`src/rtl/apb_pkg.sv`:
```
// Shared APB definitions: transfer-phase state encoding used by the master and the APB slaves' bench.
package apb_pkg;

  typedef enum logic [1:0] {
    APB_IDLE   = 2'd0,
    APB_SETUP  = 2'd1,
    APB_ACCESS = 2'd2
  } apb_state_e;

endpackage

```
`src/rtl/apb_master.sv`:
```
// APB initiator: turns a valid/ready request into SETUP/ACCESS transfers and a one-cycle response.
// Optional ACCESS wait-state timeout is enabled by defining APB_MASTER_TIMEOUT_EN.
module apb_master
  import apb_pkg::*;
#(
  parameter int ADDR_W         = 4,
  parameter int DATA_W         = 32,
  parameter int TIMEOUT_CYCLES = 16
) (
  input  logic              pclk,
  input  logic              prstn,
  input  logic              req_valid,
  output logic              req_ready,
  input  logic              req_write,
  input  logic [ADDR_W-1:0] req_addr,
  input  logic [DATA_W-1:0] req_wdata,
  output logic              rsp_valid,
  output logic [DATA_W-1:0] rsp_rdata,
  output logic              rsp_err,
  output logic              psel,
  output logic              penable,
  output logic              pwrite,
  output logic [ADDR_W-1:0] paddr,
  output logic [DATA_W-1:0] pwdata,
  input  logic [DATA_W-1:0] prdata,
  input  logic              pready,
  input  logic              pslverr
);

  apb_state_e state, state_d;
  logic       accept;
  logic       done;
  logic       timeout;

  // Gating with prstn keeps the port from advertising readiness during the reset cycle.
  assign req_ready = prstn && (state == APB_IDLE);
  assign accept    = req_valid && req_ready;
  assign done      = (state == APB_ACCESS) && pready;

`ifdef APB_MASTER_TIMEOUT_EN
  localparam int CNT_W = $clog2(TIMEOUT_CYCLES + 1);
  logic [CNT_W-1:0] wait_cnt;

  always_ff @(posedge pclk) begin
    if (!prstn) begin
      wait_cnt <= '0;
    end else if (state != APB_ACCESS) begin
      wait_cnt <= '0;
    end else if (!pready) begin
      wait_cnt <= wait_cnt + CNT_W'(1);
    end
  end

  // Fires on the last permitted wait cycle; pready in that same cycle completes normally instead.
  assign timeout = (state == APB_ACCESS) && !pready &&
                   (wait_cnt == CNT_W'(TIMEOUT_CYCLES - 1));
`else
  logic timeout_cycles_unused;
  assign timeout_cycles_unused = (TIMEOUT_CYCLES > 0);
  assign timeout               = 1'b0;
`endif

  always_comb begin
    state_d = state;
    unique case (state)
      APB_IDLE:   if (accept) state_d = APB_SETUP;
      APB_SETUP:  state_d = APB_ACCESS;
      APB_ACCESS: if (done || timeout) state_d = APB_IDLE;
      default:    state_d = APB_IDLE;
    endcase
  end

  always_ff @(posedge pclk) begin
    if (!prstn) begin
      state     <= APB_IDLE;
      psel      <= 1'b0;
      penable   <= 1'b0;
      pwrite    <= 1'b0;
      paddr     <= '0;
      pwdata    <= '0;
      rsp_valid <= 1'b0;
      rsp_rdata <= '0;
      rsp_err   <= 1'b0;
    end else begin
      state     <= state_d;
      psel      <= (state_d != APB_IDLE);
      penable   <= (state_d == APB_ACCESS);
      rsp_valid <= done || timeout;
      rsp_err   <= (done && pslverr) || timeout;
      // Read data is only returned for clean read completions.
      rsp_rdata <= (done && !pwrite && !pslverr) ? prdata : '0;
      if (accept) begin
        paddr  <= req_addr;
        pwrite <= req_write;
        pwdata <= req_write ? req_wdata : '0;
      end
    end
  end

endmodule

```
`config.mk`:
```
export PLATFORM = sky130hd
export DESIGN_NAME = apb_master
export DESIGN_NICKNAME = d
export VERILOG_FILES = /design/src/rtl/apb_pkg.sv /design/src/rtl/apb_master.sv
export SDC_FILE = /design/constraint.sdc
export NUM_CORES = 1
export LEC_CHECK = 0
export ABC_AREA = 1
export CAP_MARGIN = 20
export CORE_ASPECT_RATIO = 1.1
export CORE_MARGIN = 2
export CORE_UTILIZATION = 39
export DETAILED_ROUTE_END_ITERATION = 12
export GPL_ROUTABILITY_DRIVEN = 0
export PLACE_DENSITY = 0.78
export SLEW_MARGIN = 20
export SYNTH_ARGS = -nofsm -noshare
export SYNTH_HDL_FRONTEND = slang
export SYNTH_SLANG_ARGS = --single-unit
```
`constraint.sdc`:
```
create_clock -name pclk -period 1.2 [get_ports pclk]
set_input_delay 0.24 -clock pclk [delete_from_list [all_inputs] [get_ports pclk]]
set_output_delay 0.24 -clock pclk [all_outputs]
set_load 0.01 [all_outputs]
```
==> results_dict.tcl <==
set metrics [dict create \
    cp-end-kind "output pin" \
    insertion_delay_ns 0.34 \
    nets 586 \
    crit_family "flip-flops" \
    final_hold_viol_count 0 \
    slew_violations 0 \
    ys_types 19 \
    grt_max_degree 36 \
    ir_drop_v 0.0007959 \
    globalRouteTotalUtil_pct 18.22 \
    syn_to_final_growth_pct 60.75 \
    worstPathArrival_ns 0.98 \
    clk_pin_slew_ns 0.08 \
    rr_startpoint "state[0]" \
    start_kind "flip-flop" \
    power_density_nw_per_um2 1205 \
    period_share_pct 101.9 \
    path_cells "nor3_2, buf_2" \
    dr_total_vias 2767 \
    yosysSeqAreaShare_pct 53.40 \
    r2r_slack_ns 0.03 \
    core_area_um2 7007 \
    routed_wl_um 7374 \
    fp.dieH_um 93.05 \
    grt_pass1_vias 2552 \
    leakagePower_nw 2.281 \
    start_util_pct 40.12 \
    fin_hold_ws_ns 0.4067 \
    vias_per_cell 4.596 \
    wire_per_inst_um 12.25 \
    ctsHoldBuffers 0 \
    io_buffers 147 \
    drt_first_pass_iters 4 \
    antenna_found_initial 0 \
    setup_viol 1 \
    cp_num_cells 2 \
    drc 0 \
    drt_iter0_drc 113 \
    skew_ns 0.007999 \
    hold_class "input port to flip-flop" \
    num_rows 32 \
    worstMarginPinSlew_ns 0.2780 \
    synthesis.nets 438 \
    htreeDepth 3 \
    layout-drive-gt1-share_pct 15.47 \
    grt_pass1_wl_um 11540 \
    worstRegToRegCells 6 \
    startpoint "state[0]" \
    grt_overflow 0 \
    clockRootBuffer "clkbuf_8" \
    cts_buffer_depth 2 \
    critPathRequiredTime_ns 0.96 \
    die_area_um2 7905 \
    critPathBufInv 1 \
    tritoncts "yes" \
    ys_top_cells_by_area "dfxtp_1 (53%), nand2_1 (10%), inv_1 (9.6%)" \
    crit_end "req_ready" \
    grt_setup_unrepaired "yes" \
    timing.final.ws_setup_ns -0.02266 \
    cp_slowest_cell "dfxtp_2" \
    io_pins 148 \
    cp_max_fo 2 \
    crit_path_max_incr_delay_ns 0.33 \
    maxSlewHeadroom_pct 81.47 \
    syn_area_um2 2811 \
    maxCapViolCount 0 \
    worstReg2RegEnd "paddr[1]" \
    synth_seq_cells 75 \
    diodes 0 \
    max_freq_mhz 817.9 \
    dpl_cell_area_um2 4382 \
    period_needed_ns 1.223 \
    outcome "finished with violations" \
    synthCells 364 \
    cts_buffers 9 \
    ys_warn_count 0 \
    yosysTopAreaCell "dfxtp_1" \
    violations "negative setup slack" \
    synth_top_area_share_pct 53.40 \
    syn_area_per_cell_um2 7.724 \
    fp.dieW_um 84.96 \
    drtAntennaViolNets 0 \
    cts_sinks 75 \
    dp_hpwl_um 5264 \
    design_area_um2 4519 \
    path_class "flip-flop to output pin" \
]
==> worst min-delay path, stage by stage <==
cell      delay [ns]
clkbuf_2        0.14
buf_12          0.17
nand4_1         0.09
a21oi_1         0.05
==> synthesized netlist by cell type <==
library cell / n
clkbuf_1: 8
dfxtp_1: 75
nand2_1: 75
inv_1: 72
nor2_2: 5
nor2_4: 1
buf_6: 4
nand2_2: 1
nand3b_1: 1
nor3b_1: 1
inv_2: 1
a21oi_1: 33
buf_2: 9
nand3_2: 2
nand4_1: 33
nor2_1: 37
buf_4: 4
o21ai_0: 1
nor3_1: 1
==> what timing repair did <==
item,4_1_cts,5_1_grt
gates cloned,1,0
endpoints found under the hold margin,0,0
buffers inserted,0,0
setup endpoints to repair,145,108
pin swaps,0,2
gates resized for setup,118,66
==> how the worst min path moves through the flow <==
stage	startpoint	end	slack, ns	depth (start not counted)
detailed placement	pwdata[24]	pwdata[24]	0.46	2
global route	prdata[31]	rsp_rdata[31]	0.40	3
floorplan	prdata[0]	rsp_rdata[0]	0.35	2
finish	prstn	pwdata[26]	0.41	4
global placement	pwdata[24]	pwdata[24]	0.45	2
CTS	prdata[4]	rsp_rdata[4]	0.40	3
==> flip-flops by register name, indices dropped and copies added (netlist names) <==
name,cells
pwdata,32
rsp_rdata,32
paddr,4
state,2
penable,1
psel,1
pwrite,1
rsp_err,1
rsp_valid,1
==> placed cells by master, fill, tap and decap left out, types with 2 or more instances in the layout <==
| cell | n |
|---|---|
| dfxtp_1 | 73 |
| clkdlybuf4s50_1 | 72 |
| inv_1 | 71 |
| nand2_1 | 71 |
| nor2_1 | 37 |
| nand4_1 | 33 |
| a21oi_1 | 33 |
| clkbuf_2 | 28 |
| clkdlybuf4s15_1 | 26 |
| dlygate4sd2_1 | 18 |
| clkbuf_8 | 9 |
| buf_4 | 6 |
| nand2_2 | 5 |
| nor2_2 | 4 |
| buf_12 | 4 |
| buf_6 | 4 |
| buf_2 | 3 |
| inv_2 | 2 |
| nor2_4 | 2 |
| bufinv_16 | 2 |
| clkinv_4 | 2 |
| dfxtp_2 | 2 |
==> routing by layer <==
metal	track usage, %	share of wire [%]	routed length, µm
met5	0	0	0
met4	6.481	0.72	53
met3	6.267	8.7	644
met2	32.68	49	3619
met1	19.78	41	3057
==> report_power, final <==
group          total [W]  switching (W)  leakage [nW]  internal [W]
combinational   0.000725       0.000330          1.56      0.000394
sequential       0.00257      0.0000281         0.608       0.00255
clock            0.00215       0.000958         0.111       0.00119
total            0.00544        0.00132          2.28       0.00413
==> cells by family after synthesis <==
| group | count (synthesis) | share of synthesized area [%] |
|---|---|---|
| simple gates | 157 | 25.46 |
| compound gates | 34 | 6.052 |
| buf+inv | 98 | 15.09 |
| flops | 75 | 53.40 |
==> area by class of cell <==
type                            count  area (µm²)
Timing Repair Buffer              162        1496
Fill cell                         632        2487
Clock inverter                      7       101.3
Tap cell                           85       106.4
Sequential cell                    75        1504
Multi-Input combinational cell    191       913.4
Inverter                           73       274.0
Clock buffer                        9       123.9
==> metrics by stage <==
stage / total power [W] / TNS [ns] / utilization (%) / worst slack (ns) / cells
6_report: 0.005444 / -0.02266 / 64.50 / -0.02266 / 602
5_1_grt: 0.005683 / -0.4362 / 64.50 / -0.06798 / 602
4_1_cts: 0.005492 / -0.06452 / 65.73 / -0.06452 / 602
3_5_place_dp: 0.003360 / -37.90 / 62.54 / -0.6068 / 585
3_3_place_gp: 0.003350 / -35.08 / 62.54 / -0.5535 / 585
2_1_floorplan: 0.002929 / 0 / - / 0.1298 / 364
Note: power is estimated with default switching activity, not from simulation.
